==> config.mk <==
export PLATFORM = sky130hd
export DESIGN_NAME = beat_judge_flat
export DESIGN_NICKNAME = d
export VERILOG_FILES = /design/src/rtl/beat_judge_if.sv /design/src/rtl/beat_judge.sv /design/src/flat_wrapper.sv
export SDC_FILE = /design/constraint.sdc
export NUM_CORES = 1
export LEC_CHECK = 0
export BUFFER_PORTS_ARGS = -buffer_cell sky130_fd_sc_hd__buf_4
export CELL_PAD_IN_SITES_DETAIL_PLACEMENT = 1
export CELL_PAD_IN_SITES_GLOBAL_PLACEMENT = 1
export CORE_MARGIN = 2
export CORE_UTILIZATION = 43
export CTS_CLUSTER_DIAMETER = 200
export DETAILED_ROUTE_END_ITERATION = 16
export PLACE_DENSITY_LB_ADDON = 0.1
export SETUP_SLACK_MARGIN = 0.3
export SYNTH_ARGS = -nofsm -noshare
export SYNTH_HDL_FRONTEND = slang
export SYNTH_SLANG_ARGS = --single-unit
==> constraint.sdc <==
create_clock -name clk_i -period 9.7 [get_ports clk_i]
set_clock_uncertainty 0.15 [all_clocks]
set_input_delay 0 -clock clk_i [delete_from_list [all_inputs] [get_ports clk_i]]
set_output_delay 0 -clock clk_i [all_outputs]
set_load 0.05 [all_outputs]
==> src/rtl/beat_judge_if.sv <==
// Bundle between the chart player / key pad (master) and the beat judge (slave).
// Carries the beat strobe, lane pattern, keys, pause and all judge results.
interface beat_judge_if #(
    parameter int DEPTH = 8
);
    logic                 oe;
    logic [7:0]           y;
    logic [7:0]           key;
    logic                 stop;
    logic [8*DEPTH-1:0]   field;
    logic [15:0]          score;
    logic [7:0]           combo;
    logic [7:0]           max_combo;
    logic                 hit;
    logic                 miss;
    logic                 done;

    modport master (
        output oe, y, key, stop,
        input  field, score, combo, max_combo, hit, miss, done
    );

    modport slave (
        input  oe, y, key, stop,
        output field, score, combo, max_combo, hit, miss, done
    );
endinterface

==> src/rtl/beat_judge.sv <==
// Rhythm game judge: scrolls a DEPTH x 8 note field on each beat, judges key
// presses against the bottom two rows and keeps score, combo and end-of-song state.
module beat_judge #(
    parameter int DEPTH      = 8,
    parameter int SONG_BEATS = 100
) (
    input  logic          clk_i,
    input  logic          start_i,
    beat_judge_if.slave   bus
);
    localparam logic [1:0] PLAY  = 2'd0;
    localparam logic [1:0] DRAIN = 2'd1;
    localparam logic [1:0] DONE  = 2'd2;
    localparam int         CW    = $clog2(SONG_BEATS + 1);
    localparam int         JROW  = 8 * (DEPTH - 1);
    localparam int         GROW  = 8 * (DEPTH - 2);

    logic [1:0]         state_q, state_d;
    logic [CW-1:0]      beatCnt_q, beatCnt_d;
    logic [7:0]         keyPrev_q;
    logic [8*DEPTH-1:0] field_q, field_d, fieldJudged;
    logic [15:0]        score_q, score_d;
    logic [7:0]         combo_q, combo_d;
    logic [7:0]         maxCombo_q, maxCombo_d;
    logic               hit_q, hit_d;
    logic               miss_q, miss_d;
    logic               done_q, done_d;

    logic               active;
    logic               beat;
    logic [7:0]         press, perfect, good, stray, missed, entryRow;
    logic [3:0]         perfCnt, goodCnt;
    logic [4:0]         scoreInc;
    logic [16:0]        scoreSum;
    logic [8:0]         comboSum;

    // Judging works on the pre-shift field so a note hit on a beat edge is never a miss.
    always_comb begin
        active   = !bus.stop && (state_q != DONE);
        beat     = active && bus.oe;
        press    = active ? (bus.key & ~keyPrev_q) : 8'h00;
        perfect  = press & field_q[JROW +: 8];
        good     = press & ~field_q[JROW +: 8] & field_q[GROW +: 8];
        stray    = press & ~field_q[JROW +: 8] & ~field_q[GROW +: 8];

        fieldJudged             = field_q;
        fieldJudged[JROW +: 8]  = field_q[JROW +: 8] & ~perfect;
        fieldJudged[GROW +: 8]  = field_q[GROW +: 8] & ~good;

        entryRow = (state_q == PLAY) ? ~bus.y : 8'h00;
        missed   = beat ? fieldJudged[JROW +: 8] : 8'h00;
        field_d  = beat ? {fieldJudged[JROW-1:0], entryRow} : fieldJudged;

        perfCnt = 4'd0;
        goodCnt = 4'd0;
        for (int i = 0; i < 8; i++) begin
            perfCnt = perfCnt + 4'(perfect[i]);
            goodCnt = goodCnt + 4'(good[i]);
        end
        scoreInc = {perfCnt, 1'b0} + 5'(goodCnt);
        scoreSum = {1'b0, score_q} + 17'(scoreInc);
        comboSum = {1'b0, combo_q} + 9'(perfCnt) + 9'(goodCnt);

        score_d = scoreSum[16] ? 16'hFFFF : scoreSum[15:0];
        if ((|missed) || (|stray)) begin
            combo_d = 8'd0;
        end else begin
            combo_d = comboSum[8] ? 8'hFF : comboSum[7:0];
        end
        maxCombo_d = (combo_d > maxCombo_q) ? combo_d : maxCombo_q;
        hit_d      = |(perfect | good);
        miss_d     = |missed;
    end

    // Song progress: count beats in PLAY, flush remaining notes in DRAIN, then park in DONE.
    always_comb begin
        state_d   = state_q;
        beatCnt_d = beatCnt_q;
        case (state_q)
            PLAY: begin
                if (beat) begin
                    beatCnt_d = beatCnt_q + 1'b1;
                    if (beatCnt_d == CW'(SONG_BEATS)) begin
                        state_d = DRAIN;
                    end
                end
            end
            DRAIN: begin
                if (!bus.stop && (field_d == '0)) begin
                    state_d = DONE;
                end
            end
            default: state_d = state_q;
        endcase
        done_d = (state_d == DONE);
    end

    always_ff @(posedge clk_i or posedge start_i) begin
        if (start_i) begin
            state_q    <= PLAY;
            beatCnt_q  <= '0;
            keyPrev_q  <= 8'h00;
            field_q    <= '0;
            score_q    <= 16'd0;
            combo_q    <= 8'd0;
            maxCombo_q <= 8'd0;
            hit_q      <= 1'b0;
            miss_q     <= 1'b0;
            done_q     <= 1'b0;
        end else begin
            keyPrev_q  <= bus.key;
            state_q    <= state_d;
            beatCnt_q  <= beatCnt_d;
            field_q    <= field_d;
            score_q    <= score_d;
            combo_q    <= combo_d;
            maxCombo_q <= maxCombo_d;
            hit_q      <= hit_d;
            miss_q     <= miss_d;
            done_q     <= done_d;
        end
    end

    assign bus.field     = field_q;
    assign bus.score     = score_q;
    assign bus.combo     = combo_q;
    assign bus.max_combo = maxCombo_q;
    assign bus.hit       = hit_q;
    assign bus.miss      = miss_q;
    assign bus.done      = done_q;
endmodule

==> src/flat_wrapper.sv <==
// flat-port wrapper written by rule: the top's interface ports become plain ports
module beat_judge_flat 
#(
    parameter int DEPTH      = 8,
    parameter int SONG_BEATS = 100
)
  (clk_i, start_i, bus_oe, bus_y, bus_key, bus_stop, bus_field, bus_score, bus_combo, bus_max_combo, bus_hit, bus_miss, bus_done);
  beat_judge_if #(.DEPTH(DEPTH)) bus_i ();
  input  logic clk_i;
  input  logic start_i;
  input wire logic [$bits(bus_i.oe)-1:0] bus_oe;
  input wire logic [$bits(bus_i.y)-1:0] bus_y;
  input wire logic [$bits(bus_i.key)-1:0] bus_key;
  input wire logic [$bits(bus_i.stop)-1:0] bus_stop;
  output wire logic [$bits(bus_i.field)-1:0] bus_field;
  output wire logic [$bits(bus_i.score)-1:0] bus_score;
  output wire logic [$bits(bus_i.combo)-1:0] bus_combo;
  output wire logic [$bits(bus_i.max_combo)-1:0] bus_max_combo;
  output wire logic [$bits(bus_i.hit)-1:0] bus_hit;
  output wire logic [$bits(bus_i.miss)-1:0] bus_miss;
  output wire logic [$bits(bus_i.done)-1:0] bus_done;
  assign bus_i.oe = bus_oe;
  assign bus_i.y = bus_y;
  assign bus_i.key = bus_key;
  assign bus_i.stop = bus_stop;
  assign bus_field = bus_i.field;
  assign bus_score = bus_i.score;
  assign bus_combo = bus_i.combo;
  assign bus_max_combo = bus_i.max_combo;
  assign bus_hit = bus_i.hit;
  assign bus_miss = bus_i.miss;
  assign bus_done = bus_i.done;
  beat_judge #(.DEPTH(DEPTH), .SONG_BEATS(SONG_BEATS)) u_core (.clk_i(clk_i), .start_i(start_i), .bus(bus_i));
endmodule
; Word-level counts from Yosys, hierarchy flattened
; Cells that the tools add are included.
[classes]
n_addsub = 19
multipliers = 0
div = 0
order_cmp = 1
n_eq_ne = 4
n_shift = 0
muxes = 11
bitwise_logic = 14
reduce_logical = 11
[op_table]
columns = operator, count
row1 = $logic_not 64->1, 1
row2 = $mux 64, 1
row3 = $and 8x8->8, 7
row4 = $add 4x1->4, 12
row5 = $not 8->8, 6
row6 = $mux 8, 5
row7 = $reduce_or 8->1, 3
row8 = $add 16x5->17, 1
row9 = $mux 16, 1
row10 = $add 8x4->9, 1
row11 = $add 9x4->9, 1
row12 = $gt 8x8->1, 1
row13 = $or 8x8->8, 1
row14 = $add 7x1->7 const B, 1
row15 = $eq 7x7->1 const B, 1
row16 = $mux 2, 3
row17 = $add 5x4->5, 1
row18 = $add 1x1->2, 2
row19 = $pmux 2 s2, 1
row20 = $logic_and 1x1->1, 3
row21 = $eq 2x1->1 const B, 1
row22 = $eq 2x2->1 const B, 1
row23 = $logic_not 2->1, 1
row24 = $ne 2x2->1 const B, 1
row25 = other kinds (3), 3
[word_totals]
ff_bits = 116
latch_bits = 0
ram_bits = 0
rom_bits = 0
input_bits = 20
output_inout_bits = 99
wordCells = 70
memories = 0

; Longest topological paths before layout
; Gate-level depths: netlist of run 1.
[depth]
ltp_word = 16
ltp_mapped = 32
mapped_depth_nobuf = 30

; Worst setup path after synthesis of run 1
; Ideal clock, no wire load.
[synth_timing]
kind = flip-flop to flip-flop
start = register u_core.state_q[1]
end = register u_core.maxCombo_q[0] (netlist: u_core.bus.max_combo[0])
setup_ns = 0.125
t_arrival_ns = 7.379
required_time_ns = 9.425
setup_slack_ns = 2.046
path_stages_with_launch = 32
n_path_buf = 2
synth_period_minus_slack_ns = 7.654
path_cell_list = dfrtp_1 nor2b_1 buf_2 buf_1 nor4_1 and2_1 ha_1 inv_1 fa_1 inv_1 fa_1 inv_1 fa_1 fa_1 xnor2_1 xor2_1 ha_1 ha_1 a21o_1 a21oi_1 o21bai_1 and3_1 nand2_1 a21oi_1 ha_1 nor2b_1 o21a_1 o21a_1 o21ai_0 a21oi_1 o22ai_1 mux2_2
[synth_between]
elab_chain_len = 16
elab_cells_between_ends = 33
cone_classes = add/sub (16) / order compare (1) / eq/ne (1) / mux (4) / bitwise (6) / reduce/logical (5)
[synth_rtl]
columns = element, line
row1 = "start, declared", beat_judge.sv:18  ; logic [1:0] state_q, state_d;
row2 = "start signal, assigned", beat_judge.sv:112  ; state_q <= state_d;
row3 = $ne 2x2->1 (*), beat_judge.sv:39  ; active = !bus.stop && (state_q != DONE);
row4 = $logic_and 1x1->1 (*), beat_judge.sv:39
row5 = $mux 8, beat_judge.sv:41  ; press = active ? (bus.key & ~keyPrev_q) : 8'h00;
row6 = $and 8x8->8 (on tied branches), "beat_judge.sv:42, beat_judge.sv:43, beat_judge.sv:44"
row7 = $add 1x1->2 / $and 8x8->8 (equally long branches), "beat_judge.sv:57, beat_judge.sv:43"
row8 = $add 4x1->4 / $add 1x1->2 (equally long branches), "beat_judge.sv:57, beat_judge.sv:58"
row9 = $add 4x1->4 (on tied branches) (5 in series), "beat_judge.sv:57, beat_judge.sv:58"
row10 = $add 8x4->9 / $add 4x1->4 (equally long branches), "beat_judge.sv:62, beat_judge.sv:58"
row11 = $add 9x4->9, beat_judge.sv:62  ; comboSum = {1'b0, combo_q} + 9'(perfCnt) + 9'(goodCnt);
row12 = $mux 8, beat_judge.sv:68  ; combo_d = comboSum[8] ? 8'hFF : comboSum[7:0];
row13 = $mux 8 (*), beat_judge.sv:65  ; if ((|missed) || (|stray)) begin
row14 = net u_core.combo_d[1], beat_judge.sv:23  ; logic [7:0] combo_q, combo_d;
row15 = $gt 8x8->1 (*), beat_judge.sv:70  ; maxCombo_d = (combo_d > maxCombo_q) ? combo_d : maxCombo_q;
row16 = "end signal, assigned", beat_judge.sv:117  ; maxCombo_q <= maxCombo_d;
row17 = "end, declared", beat_judge.sv:24  ; logic [7:0] maxCombo_q, maxCombo_d;
; The timed path passes the listed nets; every way through them passes the cells marked *.
; A chain may end at the register's enable or synchronous reset.

; Worst setup path after layout of run 1
[layout_timing]
start = register u_core.state_q[0]
end = register u_core.maxCombo_q[0] (netlist: u_core.bus.max_combo[0])
; The elaborated chain is that of the path after synthesis.

==> impl_metrics.ini, run 1 <==
[critical_path]
timing.critical_path.required_ns = 9.85
reg2reg_slack_ns = 0.98
startpoint_type = flip-flop
crit_path_max_incr_delay_ns = 0.57
arrival_ns = 8.87
worst_r2r_path_depth = 29
worstPathMaxFanout = 12
regToRegStartpoint = u_core.state_q[0]$_DFF_PP0_
classification_of_the_worst_setup_path = flip-flop to flip-flop
critPathSlowestCell = dfrtp_1
crit-reg2reg-capture = u_core.bus.max_combo[0]$_DFFE_PP0N_
worstSetupEndpointType = flip-flop

[sta]
rsz0062_at_grt = no
worstMarginPinSlew_ns = 1.07
layout_setup_ws_ns = 0.977
tightest_slew_margin_relative_to_the_limit_pct = 28.8
setup_viol = 0
final_number_of_max_transition_violations = 0
timing.final.crit_share_pct = 89.9
fin_tns_setup_ns = 0
fmax_mhz = 115
finalWorstPathRequiredPeriod_ns = 8.72
finalHoldViolations = 0

[power]
static-leakage-power_nw = 4.15
ir_drop_v = 0.000221
power_per_cell_area_mw_per_mm2 = 328

[clock_tree]
clk_pin_slew_worst_paths_ns = 0.06
ctsHtreeMaxLevel = 4
max-clock-path-buffers = 2
cts_buffers = 17
worstSkewPairLatency_ns = 0.42
tritoncts_num_sinks = 116
cts-root-buf = clkbuf_16
cts_setup_buffers = 0
tritoncts_clock_tree = built

[synth]
syn-num-nets = 711
synth-adder-area-share_pct = 9.79
yosysMostFrequentCell = nand2_1
post_synth_most_frequent_cells = 133 x nand2_1, 116 x dfrtp_1, 51 x inv_1
synthesis.instances = 650
synthArstFlopShare_pct = 100
netlist.top_cell.by_area = dfrtp_1
seq_area_frac_synth_pct = 45.8
flip_flop_and_latch_count_after_synthesis = 116
synth.mux.area_fraction_pct = 3.47
mappedNetlistArea_sq_mm = 0.00634
postSynthAreaPerCell_sq_um = 9.75
yosys_warnings = 0
yosys.area_share.xor_xnor_pct = 3.18
synth_ff_type = dfrtp_1
synth_top_cells_by_area = dfrtp_1 46%, nand2_1 7.9%, ha_1 5.5%
synth_top_family_by_area = simple AND/OR/NAND/NOR gates
synth-compound-area-share_pct = 11.6
synth-simple-area-share_pct = 21.3
synth_largest_type_area_fraction_pct = 45.8
ys_types = 70
post_synth_edffs = 0

[grt]
grt_use_total_pct = 25.3
first_global_vias = 5791
grt_first_pass_wirelength_um = 31300
number_of_antenna_violations_at_the_first_check_in_global_routing = 0
grt_remaining_overflow = 0
maximum_number_of_pins_on_one_net_before_global_route_repair = 82

[detailed_routing]
dr.first_iter.drc_count = 227
detailedRoute.firstPassIterationCount = 5
drc = 0
route.detailed.wl_per_inst_um = 19.7
via_count = 5476
avgViaCountPerCell = 5.58
final_antenna_net_count = 0
drt-total-wl_um = 19400

[placed_design]
preCtsSetupSlack_ns = 0.813
gp_routability_congestion = 0.840
hpwlAfterDp_um = 13800
buffer_ports.inserted = 118

[min_path]
timing.hold.worst.class = input pin to async pin

[final_layout]
multi_input_area_sq_mm = 0.00314
diodes = 0
sequential_cell_area_sq_mm = 0.00290
share_of_layout_cells_above_drive_strength_1_pct = 23.7
nets = 846
num-fill-cells = 1618
layout-area-overhead-vs-synth_pct = 29.5

[status]
outcome = finished clean

[floorplanning]
num_rows = 44
core_area_sq_mm = 0.0145
die-height_um = 125
start_util_pct = 43.8
dieWidth_um = 125
ios = 119
die_ar_sq_mm = 0.0157

[job]
drv_cap = 0
through the flow:
stage	hold WS [ns]	area (sq um)	power [mW]	utilization, %	instances
floorplan	-0.119	6340	1.59	-	650
global placement	-0.0996	7370	1.97	50.9	930
detailed placement	-0.0904	7370	2.00	50.9	930
CTS	0.0162	8210	2.70	56.7	982
global route	0.0534	8210	2.82	56.7	982
finish	0.0170	8210	2.69	56.7	982
repair_timing:
action / 4_1_cts / 5_1_grt
endpoints found under the setup margin: 0 / 8
gates resized for setup: 0 / 1
hold endpoints to repair: 58 / 0
hold buffers: 20 / 0
worst max-delay path, delay by kind of cell, from the launching register on:
kind	cells	cell delay (ns)
simple gates	6	1.90
flops	1	0.57
buf+inv	3	0.17
mux	1	0.40
fa+ha+maj	8	3.07
compound gates	9	1.68
xor+xnor	2	0.65
layout by cell type, fill, tap and decap left out, drive strengths merged, types with 16 or more instances in the layout:
cell type	instances
dfrtp	116
inv	54
ha	28
o21ai	25
xnor2	17
nor4	18
buf	121
mux2	18
dlygate4sd3	20
nand2	134
clkbuf	18
nor2	16
nor3	17
final cells by class:
class | instances | area share [%]
timing repair buffer | 141 | 13.5
inverter | 51 | 2.36
clock inverter | 14 | 2.44
clock buffer | 18 | 5.35
multi-input combinational | 458 | 38.2
sequential | 116 | 35.3
tap | 184 | 2.80
layer usage:
metal	up-vias	global-route usage, %	part of all wire (%)	routed length, um
met2	146	42.8	51	9860
met1	2773	32.6	43	8370
li1	2532	-	-	-
met5	-	0	0	0
met4	0	7.78	1.7	339
met3	25	5.39	4.2	814
worst max path at each step:
stage,start,to,slack (ns),cells past startpoint
after floorplan,u_core.state_q[1]$_DFF_PP0_,u_core.bus.max_combo[0]$_DFFE_PP0N_,2.05,31
after global placement,u_core.state_q[0]$_DFF_PP0_,u_core.bus.max_combo[0]$_DFFE_PP0N_,1.29,29
after detailed placement,u_core.state_q[0]$_DFF_PP0_,u_core.bus.max_combo[3]$_DFFE_PP0N_,0.81,29
after CTS,u_core.state_q[0]$_DFF_PP0_,u_core.bus.max_combo[0]$_DFFE_PP0N_,0.72,29
after global routing,u_core.state_q[0]$_DFF_PP0_,u_core.bus.max_combo[3]$_DFFE_PP0N_,0.33,29
final,u_core.state_q[0]$_DFF_PP0_,u_core.bus.max_combo[0]$_DFFE_PP0N_,0.98,29
power by group:
part,internal [mW],switching (mW)
Combinational,0.384,0.804
Clock,0.439,0.238
Sequential,0.617,0.207
Total,1.44,1.25
sequential cells by signal (all words and copies together) (netlist names), 2 cells and up:
register,count
u_core.state_q,2
u_core.keyPrev_q,8
u_core.bus.field,64
u_core.bus.score,16
u_core.bus.combo,8
u_core.bus.max_combo,8
u_core.beatCnt_q,7
cell families after synthesis:
group | after synthesis
simple gates | 267
xor+xnor | 23
buf+inv | 76
fa+ha+maj | 42
compound gates | 107
mux | 19
flops | 116
(Power assumes the default switching activity.)
==> run 2, diff against run 1 <==
--- a/config.mk
+++ b/config.mk
@@ -8,7 +8,6 @@
 export BUFFER_PORTS_ARGS = -buffer_cell sky130_fd_sc_hd__buf_4
 export CELL_PAD_IN_SITES_DETAIL_PLACEMENT = 1
 export CELL_PAD_IN_SITES_GLOBAL_PLACEMENT = 1
-export CORE_MARGIN = 2
 export CORE_UTILIZATION = 43
 export CTS_CLUSTER_DIAMETER = 200
 export DETAILED_ROUTE_END_ITERATION = 16
==> impl_metrics.ini, run 2 (synthesized netlist as in run 1, its figures left out) <==
[final_layout]
flip_flop_count_of_the_largest_register_after_layout = 64
num-fill-cells = 1653
diodes = 0
mostFrequentLayoutCell = nand2_1
final_design_area_no_fill_sq_mm = 0.00823
finalNonFillerCells = 984
final_core_util_pct = 56.8
share_of_layout_cells_above_drive_strength_1_pct = 23.5
nets = 848
mostFrequentLayoutCells = 133 x nand2_1, 121 x buf_4, 116 x dfrtp_1
layout-area-overhead-vs-synth_pct = 29.8

[critical_path]
worstPathBufferInverterCount = 3
kind_of_cell_adding_the_most_delay_to_the_critical_path = adder cells
classification_of_the_worst_setup_path = flip-flop to flip-flop
arrival_ns = 8.78
timing.critical_path.required_ns = 9.85
worstPathMaxFanout = 12
startpoint_type = flip-flop
crit_path_max_incr_delay_ns = 0.57
critPathSlowestCell = dfrtp_1
worstSetupEndpointType = flip-flop

[grt]
grtUsageMet1_pct = 32.5
grt_use_total_pct = 26.3
grt_first_pass_wirelength_um = 30000
globalRouteMet2Util_pct = 44.7
global_route.peak_usage_layer = met2
maximum_number_of_pins_on_one_net_before_global_route_repair = 72
number_of_antenna_violations_at_the_first_check_in_global_routing = 0
first_global_vias = 5712
grt_remaining_overflow = 0
routing_usage_on_met3_pct = 6.09

[power]
power_per_cell_area_mw_per_mm2 = 325
comb_power_share_pct = 44.3
static-leakage-power_nw = 4.16
power_switching_mw = 1.22
sequentialPowerShare_pct = 30.6
sw_share_pct = 45.8
internal_power_mw = 1.45
power.share.clock_pct = 25.1
ir_drop_v = 0.000212
totalPowerFinal_mw = 2.67

[clock_tree]
tritoncts_num_sinks = 116
cts-root-buf = clkbuf_16
clk_pin_slew_worst_paths_ns = 0.05
cts_buffers = 17
tritoncts_clock_tree = built
max-clock-path-buffers = 2
ctsHtreeMaxLevel = 4
worstSkewPairLatency_ns = 0.42

[job]
drv_cap = 0

[floorplanning]
dieWidth_um = 123
die-height_um = 123
core_area_sq_mm = 0.0145
start_util_pct = 43.8
ios = 119
num_rows = 44
die_ar_sq_mm = 0.0152

[placed_design]
placement.cell_area_sq_mm = 0.00737
preCtsSetupSlack_ns = 0.908
buffer_ports.inserted = 118
place.detailed.instances = 930
gp_routability_congestion = 0.845
hpwlAfterDp_um = 13700

[detailed_routing]
via_count = 5466
drt-total-wl_um = 18700
drc = 0
avgViaCountPerCell = 5.55
route.detailed.wl_per_inst_um = 19.0
detailedRoute.firstPassIterationCount = 5
final_antenna_net_count = 0
dr.first_iter.drc_count = 395

[min_path]
timing.hold.worst.class = input pin to async pin

[sta]
layout_setup_ws_ns = 1.07
finalWorstPathRequiredPeriod_ns = 8.63
rsz0062_at_grt = no
fin_tns_setup_ns = 0
fin_worst_hold_slack_ns = 0.0612
timing.final.crit_share_pct = 89.0
tightest_slew_margin_relative_to_the_limit_pct = 39.7
fmax_mhz = 116
worstMarginPinSlew_ns = 0.904
final_number_of_max_transition_violations = 0
finalHoldViolations = 0
setup_viol = 0

[status]
outcome = finished clean
[run 2: timing repair]
item / CTS / global route
endpoints found under the setup margin: 0 / 8
gates resized for setup: 0 / 1
hold endpoints to repair: 68 / 0
hold buffers: 22 / 0
setup buffers: 0 / 0
[run 2: worst paths after layout]
check | from | endpoint | slack, ns | cells past startpoint
min in group clk_i | bus_key[1] | u_core.keyPrev_q[1]$_DFF_PP0_ | 0.10 | 2
max | u_core.state_q[0]$_DFF_PP0_ | u_core.bus.max_combo[0]$_DFFE_PP0N_ | 1.07 | 29
min | start_i | u_core.bus.max_combo[4]$_DFFE_PP0N_ | 0.06 | 3
min reg2reg | u_core.beatCnt_q[6]$_DFFE_PP0P_ | u_core.beatCnt_q[6]$_DFFE_PP0P_ | 0.32 | 1
max reg2reg | u_core.state_q[0]$_DFF_PP0_ | u_core.bus.max_combo[0]$_DFFE_PP0N_ | 1.07 | 29
max in group asynchronous | start_i | u_core.beatCnt_q[4]$_DFFE_PP0P_ | 8.03 | 4
[run 2: routing by layer]
| layer | part of all wire [%] | vias to the layer above |
|---|---|---|
| li1 | - | 2543 |
| met1 | 42 | 2754 |
| met2 | 51 | 144 |
| met3 | 4.6 | 25 |
| met4 | 1.7 | 0 |
| met5 | 0 | - |
[run 2: area by class of cell]
class	count	area [sq um]	share of cell area, %
tap	184	230	2.80
inverter	51	194	2.36
timing repair buffer	143	1130	13.7
clock inverter	12	178	2.16
clock buffer	20	457	5.55
sequential	116	2900	35.3
multi-input combinational	458	3140	38.1
[run 2: worst min-delay path, delay by kind of cell]
kind	cells	cell delay (ns)
buf+inv	3	1.09
[run 2: power by group through the flow]
stage	clock [mW]	sequential (mW)	combinational (mW)
2_1_floorplan	0	1.16	0.424
3_3_place_gp	0	0.819	1.15
3_5_place_dp	0	0.824	1.17
4_1_cts	0.680	0.819	1.19
5_1_grt	0.702	0.840	1.26
6_report	0.670	0.818	1.18
==> run 3, diff against run 2 <==
==> constraint.sdc (replaced) <==
create_clock -name clk_i -period 9.15 [get_ports clk_i]
set_clock_uncertainty 0.15 [all_clocks]
set_input_delay 0 -clock clk_i [delete_from_list [all_inputs] [get_ports clk_i]]
set_output_delay 0 -clock clk_i [all_outputs]
set_load 0.05 [all_outputs]
==> impl_metrics.ini, run 3 (synthesized netlist as in run 1, its figures left out) <==
[status]
outcome = finished clean

[final_layout]
finalNonFillerCells = 986
share_of_layout_cells_above_drive_strength_1_pct = 23.8
diodes = 0
nets = 850
mostFrequentLayoutCells = 133 x nand2_1, 123 x buf_4, 116 x dfrtp_1
flip_flop_count_of_the_largest_register_after_layout = 64
final_design_area_no_fill_sq_mm = 0.00821
mostFrequentLayoutCell = nand2_1
layout-area-overhead-vs-synth_pct = 29.4

[grt]
grtUsageMet1_pct = 33.4
grt_remaining_overflow = 0
maximum_number_of_pins_on_one_net_before_global_route_repair = 72
number_of_antenna_violations_at_the_first_check_in_global_routing = 0
grt_first_pass_wirelength_um = 30600
first_global_vias = 5696
globalRouteMet2Util_pct = 45.9
routing_usage_on_met3_pct = 5.35
grt_use_total_pct = 26.8
global_route.peak_usage_layer = met2

[sta]
tightest_slew_margin_relative_to_the_limit_pct = 39.3
timing.final.crit_share_pct = 90.7
fin_tns_setup_ns = 0
rsz0062_at_grt = no
final_number_of_max_transition_violations = 0
fmax_mhz = 120
setup_viol = 0
layout_setup_ws_ns = 0.851
worstMarginPinSlew_ns = 0.910
finalWorstPathRequiredPeriod_ns = 8.30
finalHoldViolations = 0

[detailed_routing]
final_antenna_net_count = 0
via_count = 5527
drt-total-wl_um = 19100
avgViaCountPerCell = 5.61
route.detailed.wl_per_inst_um = 19.4
drc = 0
detailedRoute.firstPassIterationCount = 4
dr.first_iter.drc_count = 264

[placed_design]
hpwlAfterDp_um = 13600
buffer_ports.inserted = 118
place.detailed.instances = 932
placement.cell_area_sq_mm = 0.00738
preCtsSetupSlack_ns = 0.635
gp_routability_congestion = 0.867

[clock_tree]
tritoncts_num_sinks = 116
ctsHtreeMaxLevel = 4
cts-root-buf = clkbuf_16
cts_buffers = 17
tritoncts_clock_tree = built
clk_pin_slew_worst_paths_ns = 0.06
max-clock-path-buffers = 2
worstSkewPairLatency_ns = 0.43
cts_setup_buffers = 0

[floorplanning]
die_ar_sq_mm = 0.0152
dieWidth_um = 123
core_area_sq_mm = 0.0145
die-height_um = 123
ios = 119
num_rows = 44
start_util_pct = 43.8

[power]
power_per_cell_area_mw_per_mm2 = 342
static-leakage-power_nw = 4.15
ir_drop_v = 0.000314

[critical_path]
crit_path_max_incr_delay_ns = 0.58
classification_of_the_worst_setup_path = flip-flop to flip-flop
kind_of_cell_adding_the_most_delay_to_the_critical_path = adder cells
worstPathMaxFanout = 12
timing.critical_path.required_ns = 9.31
arrival_ns = 8.46
critPathSlowestCell = dfrtp_1
startpoint_type = flip-flop
worstPathBufferInverterCount = 5
worstSetupEndpointType = flip-flop

[job]
drv_cap = 0

[min_path]
timing.hold.worst.class = input pin to async pin
run 3: area by class of cell:
cell class / count / area, sq um
Tap cell: 184 / 230
Clock buffer: 17 / 425
Fill cell: 1649 / 6270
Inverter: 51 / 194
Timing Repair Buffer: 145 / 1140
Sequential cell: 116 / 2900
Multi-Input combinational cell: 458 / 3140
Clock inverter: 15 / 171
run 3: through the flow:
step | total power [mW] | util (%) | hold slack (ns)
floorplan | 1.68 | - | -0.119
global placement | 2.09 | 51.0 | -0.0336
detailed placement | 2.12 | 51.0 | -0.0281
CTS | 2.82 | 56.6 | 0.0709
global route | 2.94 | 56.7 | 0.0904
finish | 2.80 | 56.7 | 0.0496
run 3: repair_timing:
item                       CTS  global route
setup endpoints to repair    0             8
hold buffers                22             0
hold endpoints to repair    68             0
gates resized for setup      0             1
run 3: routing by layer:
| layer | vias to the layer above | routed length (um) |
|---|---|---|
| met5 | - | 0 |
| met4 | 0 | 374 |
| met3 | 33 | 828 |
| met2 | 161 | 9860 |
| met1 | 2785 | 8090 |
| li1 | 2548 | - |
run 3: worst reg2reg max path: cells and delay by family (launching register included):
kind | cells | cell delay (ns)
buf+inv | 5 | 0.54
simple gates | 6 | 1.18
fa+ha+maj | 8 | 3.04
mux | 1 | 0.39
compound gates | 9 | 1.63
flops | 1 | 0.58
xor+xnor | 2 | 0.64
run 3: final timing paths:
kind	startpoint	slack (ns)	to	cells after the start
setup / recovery	u_core.state_q[0]$_DFF_PP0_	0.85	u_core.bus.max_combo[0]$_DFFE_PP0N_	31
hold / removal	start_i	0.05	u_core.bus.max_combo[4]$_DFFE_PP0N_	3
setup reg to reg	u_core.state_q[0]$_DFF_PP0_	0.85	u_core.bus.max_combo[0]$_DFFE_PP0N_	31
hold reg to reg	u_core.beatCnt_q[6]$_DFFE_PP0P_	0.36	u_core.beatCnt_q[6]$_DFFE_PP0P_	1
max in group asynchronous	start_i	7.48	u_core.bus.field[61]$_DFF_PP0_	4
min in group clk_i	bus_key[2]	0.08	u_core.keyPrev_q[2]$_DFF_PP0_	2
run 3: where the power goes:
group          internal, mW  switching (mW)
Sequential            0.654           0.218
Clock                 0.407           0.267
Combinational         0.414           0.842
